===== config.mk =====
export PLATFORM = sky130hd
export DESIGN_NAME = bcd_converter_seq
export DESIGN_NICKNAME = d
export VERILOG_FILES = /design/src/rtl/bcd_converter_seq.sv
export SDC_FILE = /design/constraint.sdc
export NUM_CORES = 1
export LEC_CHECK = 0
export ABC_AREA = 1
export CAP_MARGIN = 20
export CORE_MARGIN = 1.5
export CORE_UTILIZATION = 48
export CTS_CLUSTER_DIAMETER = 80
export DETAILED_ROUTE_END_ITERATION = 7
export GPL_TIMING_DRIVEN = 0
export PLACE_DENSITY_LB_ADDON = 0.12
export SLEW_MARGIN = 30
export SYNTH_ARGS = -nofsm -noshare
export SYNTH_HDL_FRONTEND = slang
export SYNTH_SLANG_ARGS = --single-unit
export TNS_END_PERCENT = 5

===== constraint.sdc =====
create_clock -name clk -period 1.3 [get_ports clk]
set_clock_uncertainty 0.1 [all_clocks]
set_input_delay 0.26 -clock clk [delete_from_list [all_inputs] [get_ports clk]]
set_output_delay 0.26 -clock clk [all_outputs]
set_load 0.01 [all_outputs]

===== src/rtl/bcd_converter_seq.sv =====
// -----------------------------------------------------------------------------
// bcd_converter_seq
//
// Sequential binary-to-BCD converter using shift-and-add-3 (double dabble).
// It performs one shift per clock, so a conversion takes BIN_WIDTH cycles.
// It sits between the score accumulator and the seven-segment display driver.
//
// Parameters:
//   BIN_WIDTH  width of the binary input (4..32)
//   DIGITS     number of BCD digits produced (1..10)
//
// Ports:
//   clk        rising-edge clock
//   rst_n      asynchronous, active-low reset
//   in_valid   bin_in holds a value to convert
//   in_ready   converter can accept a value (high only while idle)
//   bin_in     unsigned binary value, sampled only on the accepting edge
//   out_valid  result registers hold a completed conversion
//   out_ready  consumer accepts the result
//   bcd_out    BCD digits; [3:0] is ones, [7:4] is tens, and so on
//   blank      bit k high = digit k is a leading zero (bit 0 is always 0)
//   overflow   value >= 10^DIGITS; bcd_out then holds value mod 10^DIGITS
// -----------------------------------------------------------------------------
module bcd_converter_seq #(
  parameter int BIN_WIDTH = 10,
  parameter int DIGITS    = 3
) (
  input  logic                  clk,
  input  logic                  rst_n,
  input  logic                  in_valid,
  output logic                  in_ready,
  input  logic [BIN_WIDTH-1:0]  bin_in,
  output logic                  out_valid,
  input  logic                  out_ready,
  output logic [4*DIGITS-1:0]   bcd_out,
  output logic [DIGITS-1:0]     blank,
  output logic                  overflow
);

  localparam int BW = 4 * DIGITS;
  localparam int CW = $clog2(BIN_WIDTH + 1);

  typedef enum logic [1:0] {
    S_IDLE,
    S_SHIFT,
    S_DONE
  } state_t;

  state_t                state_q, state_d;
  logic [BW-1:0]         bcd_q, bcd_d;
  logic [BIN_WIDTH-1:0]  bin_q, bin_d;
  logic [CW-1:0]         cnt_q, cnt_d;
  logic                  sticky_q, sticky_d;
  logic                  in_ready_q, in_ready_d;
  logic                  out_valid_q, out_valid_d;
  logic [BW-1:0]         bcd_out_q, bcd_out_d;
  logic [DIGITS-1:0]     blank_q, blank_d;
  logic                  overflow_q, overflow_d;

  // Datapath for one iteration: per-digit adjust, then a one-bit shift.
  logic [BW-1:0]         adj;
  logic [BW-1:0]         bcd_shifted;
  logic [BIN_WIDTH-1:0]  bin_shifted;
  logic                  shift_out;
  logic [DIGITS-1:0]     blank_new;

  genvar gi;
  generate
    for (gi = 0; gi < DIGITS; gi++) begin : g_digit
      // Digits never exceed 12 after adjust, so the 4-bit add cannot wrap.
      assign adj[4*gi +: 4] = (bcd_q[4*gi +: 4] >= 4'd5) ? (bcd_q[4*gi +: 4] + 4'd3)
                                                         : bcd_q[4*gi +: 4];
      // Digit k is blanked when it and every more-significant digit are zero;
      // the ones digit is always shown so a zero value still displays "0".
      if (gi == 0) begin : g_ones
        assign blank_new[gi] = 1'b0;
      end else begin : g_upper
        assign blank_new[gi] = ~|bcd_shifted[BW-1:4*gi];
      end
    end
  endgenerate

  // A bit leaving the top digit means the true value carried past 10^DIGITS;
  // the remaining field is then exactly value mod 10^DIGITS.
  assign shift_out   = adj[BW-1];
  assign bcd_shifted = {adj[BW-2:0], bin_q[BIN_WIDTH-1]};
  assign bin_shifted = {bin_q[BIN_WIDTH-2:0], 1'b0};

  always_comb begin
    state_d     = state_q;
    bcd_d       = bcd_q;
    bin_d       = bin_q;
    cnt_d       = cnt_q;
    sticky_d    = sticky_q;
    in_ready_d  = in_ready_q;
    out_valid_d = out_valid_q;
    bcd_out_d   = bcd_out_q;
    blank_d     = blank_q;
    overflow_d  = overflow_q;

    case (state_q)
      S_IDLE: begin
        if (in_valid) begin
          bin_d      = bin_in;
          bcd_d      = '0;
          sticky_d   = 1'b0;
          cnt_d      = CW'(BIN_WIDTH);
          state_d    = S_SHIFT;
          in_ready_d = 1'b0;
        end
      end

      S_SHIFT: begin
        bcd_d    = bcd_shifted;
        bin_d    = bin_shifted;
        sticky_d = sticky_q | shift_out;
        cnt_d    = cnt_q - CW'(1);
        // Last iteration: capture the finished result straight into the
        // output registers so they are valid on the same edge as out_valid.
        if (cnt_q == CW'(1)) begin
          state_d     = S_DONE;
          out_valid_d = 1'b1;
          bcd_out_d   = bcd_shifted;
          blank_d     = blank_new;
          overflow_d  = sticky_q | shift_out;
        end
      end

      S_DONE: begin
        if (out_ready) begin
          state_d     = S_IDLE;
          out_valid_d = 1'b0;
          in_ready_d  = 1'b1;
        end
      end

      default: begin
        state_d     = S_IDLE;
        out_valid_d = 1'b0;
        in_ready_d  = 1'b1;
      end
    endcase
  end

  always_ff @(posedge clk or negedge rst_n) begin
    if (!rst_n) begin
      state_q     <= S_IDLE;
      bcd_q       <= '0;
      bin_q       <= '0;
      cnt_q       <= '0;
      sticky_q    <= 1'b0;
      in_ready_q  <= 1'b1;
      out_valid_q <= 1'b0;
      bcd_out_q   <= '0;
      blank_q     <= '0;
      overflow_q  <= 1'b0;
    end else begin
      state_q     <= state_d;
      bcd_q       <= bcd_d;
      bin_q       <= bin_d;
      cnt_q       <= cnt_d;
      sticky_q    <= sticky_d;
      in_ready_q  <= in_ready_d;
      out_valid_q <= out_valid_d;
      bcd_out_q   <= bcd_out_d;
      blank_q     <= blank_d;
      overflow_q  <= overflow_d;
    end
  end

  assign in_ready  = in_ready_q;
  assign out_valid = out_valid_q;
  assign bcd_out   = bcd_out_q;
  assign blank     = blank_q;
  assign overflow  = overflow_q;

endmodule


==> run metrics <==
Tmin final=1470 ps; placed instance area=2610 um2; crit-path cells=inv_2, ha_4, inv_4, nand3_2, nand2_2, nor2_4, nand3_2, nor2_2, nand2_1, nand2_1; Max Cap Viol=0; Yosys reg bits=46; post-route cell area=2940 um2; Post-synth EDFFs=0; TritonCTS clock tree=done; internal power=0.00413 W; Synth top cells by count=nand2_1 (79), dfrtp_1 (45), inv_1 (25); DRT iter0 DRCs=91; htree depth=2; Bufs on Longest Clock Path=2; Die X=70.3 um; die height=70.3 um; R2R Path End=blank[1]; largest net degree at the start of global routing=47; main area contributors after synthesis=dfrtp_1 (52%), nand2_1 (14%), ha_1 (4.6%); grt ovf=0; Slew HR=0.615; CP Max Fanout=4; hold path start=blank[1]; DR vias/cell=5.25; Buf+Inv Stages, Crit Path=2; mean post-synth cell area=8.73 um2; I/O pin count=32; Cell Rows=24; Setup CP Type=flop to flop; Antenna Nets Post-Route=0; P&R area growth vs syn=35.0%; Post-Syn Instances=249; Pwr per Cell Area=2420 nW/um2; Mapped Area=2170 um2; switching share of power=0.419; Synth async-reset ratio=1.00; Final Max Slew Viols=0; sequential fraction of the synthesis area=0.530; die outline area=4940 um2; failing checks=setup timing; crit-path max cell delay=430 ps; WL/cell=13.3 um; Buffers on Ports=30; Final Cycle Share=1.13; Critical-path top delay cell=dfrtp_1; Num CTS Buffers=5; Initial Util=0.499; core footprint=4350 um2; RSZ-0062 raised after global routing=true; Leak=1.42 nW; Startpoint Class=flop; TritonRoute pass-1 iters=4; crit-path leading delay family=simple AND/OR/NAND/NOR gates; Total Power=0.00711 W; Synth cell types=26; Vias=1841; ys flop type=dfrtp_1; count leader, synth=nand2_1; cell count along the critical path=10; Fillers=368; final setup TNS=-1990 ps; Routability Congestion=0.783; DP HPWL=3.10 mm; worst r2r src=bcd_q[8]; flop2flop setup slack=-170 ps; NetSw=0.00298 W; Arr. time, crit path=1610 ps; Critical Path End Type=flop; final worst setup slack=-166 ps; Synth Warn #=0; n_diodes=0; register share of total power=0.344; Fin. Hold Viols=0; clock latency on the worst-skew pair=300 ps; clock root buffer=clkbuf_8; worst slack at placement=-337 ps; fmax=682 MHz; placed insts=331; Synth top area share=0.518; DRC violations left=0; Hold Crit Class=flop to flop; hold path cells=2; Slew @ Worst Pin=577 ps; share of cells above drive strength 1=0.278; Logic pwr share=0.527; VDD IR max=0.970 mV; cells on worst reg2reg path=10; Detailed Route WL=4.66 mm; worst hold endpoint=blank[1]; CTS clk-pin slew, worst paths=90 ps; syn_nets=271; outcome=finished with violations; clock group share of total power=0.128; gr usage total=0.201; area leader, netlist=dfrtp_1; Final Setup Violations=29; initial antenna violation count=0; Num Clock Sinks=46; post-route insts no fill=351; CP required=1450 ps; nets=320; global-route wire length before repair=7.84 mm; vias in the first global route=1738
worst max-delay path by stage:
stage / startpoint / to / slack, ps
floorplan: bcd_q[4] / blank[1] / -10
global placement: rst_n / bcd_q[2] / -1460
detailed placement: in_valid / bin_q[4] / -340
CTS: bcd_q[8] / blank[1] / -160
global route: bcd_q[8] / blank[1] / -280
finish: bcd_q[8] / blank[1] / -170
area by class of cell:
class | instances | area, um2 | share of cell area
clock buffers | 6 | 82.6 | 0.0281
repair buffers | 42 | 389 | 0.133
flip-flops and latches | 46 | 1150 | 0.392
well taps | 52 | 65.1 | 0.0222
clock inverters | 2 | 12.5 | 0.00426
plain buffers | 8 | 93.8 | 0.0320
inverters | 27 | 104 | 0.0354
multi-input cells | 168 | 1040 | 0.353
logic make-up (layout without fill, tap and decap cells):
group / Yosys count / count (layout) / synth area share
flip-flops: 46 / 46 / 0.530
buffers and inverters: 35 / 85 / 0.0742
AND/OR/NAND/NOR: 110 / 110 / 0.210
other: 1 / 1 / 0.00172
AO/OA/AOI/OAI: 48 / 48 / 0.134
XOR/XNOR: 1 / 1 / 0.00403
adder cells (fa/ha/maj): 8 / 8 / 0.0460
sequential cells by signal (all words and copies together) (netlist names):
signal and flops:
in_ready 1, state_q 2, overflow 1, sticky_q 1, blank 2, cnt_q 4
bcd_out 12, bcd_q 12, out_valid 1, bin_q 10
cell usage in the layout (no fill, tap or decap), types with 2 or more instances in the layout:
| cell type | instances |
|---|---|
| ha_4 | 4 |
| clkdlybuf4s15_1 | 14 |
| o21ai_2 | 6 |
| buf_8 | 3 |
| o22ai_1 | 9 |
| nor2_2 | 2 |
| nand3_1 | 3 |
| nand2_4 | 2 |
| o21ai_0 | 9 |
| o22ai_2 | 2 |
| nand2_2 | 12 |
| buf_6 | 6 |
| o21ai_1 | 9 |
| nand4_1 | 5 |
| inv_1 | 15 |
| dfrtp_1 | 45 |
| clkbuf_2 | 2 |
| nand2_1 | 66 |
| ha_1 | 4 |
| clkdlybuf4s50_1 | 12 |
| nor2_4 | 2 |
| clkbuf_8 | 6 |
| a21oi_1 | 3 |
| nor2_1 | 10 |
| inv_2 | 11 |
| a22oi_1 | 7 |
| buf_4 | 11 |
| nand3_2 | 5 |
repair_timing:
item                                    4_1_cts  5_1_grt
buffers inserted                              7        4
resized for setup                            64       20
endpoints found under the hold margin        45        0
endpoints found under the setup margin       57       60
hold buffers                                  1        0
pin swaps                                    12        5
power by group through the flow:
stage | logic [W] | registers, W | clock network (W)
final | 0.00375 | 0.00245 | 0.000912
after CTS | 0.00343 | 0.00243 | 0.000928
after floorplan | 0.00208 | 0.00248 | 0
after global routing | 0.00422 | 0.00252 | 0.000995
after detailed placement | 0.00315 | 0.00243 | 0
after global placement | 0.00310 | 0.00242 | 0
metal layers:
metal	global-route usage	part of all wire	wire [um]
met5	0	0	0
met4	0.0705	0.012	56
met3	0.0476	0.034	158
met2	0.309	0.48	2240
met1	0.278	0.47	2200
metrics by stage:
stage               hold WS, ps   util
finish                      376  0.674
global route                410  0.674
detailed placement          205  0.599
CTS                         379  0.654
floorplan                  -136      -
global placement            360  0.599
worst register-to-register path: stages (launching register included):
cell	delay, ps
dfrtp_1	430
inv_2	100
ha_4	150
inv_4	40
nand3_2	50
nand2_2	70
nor2_4	130
nand3_2	80
nor2_2	140
nand2_1	60
nand2_1	60
Power figures use the tool's default switching activity.
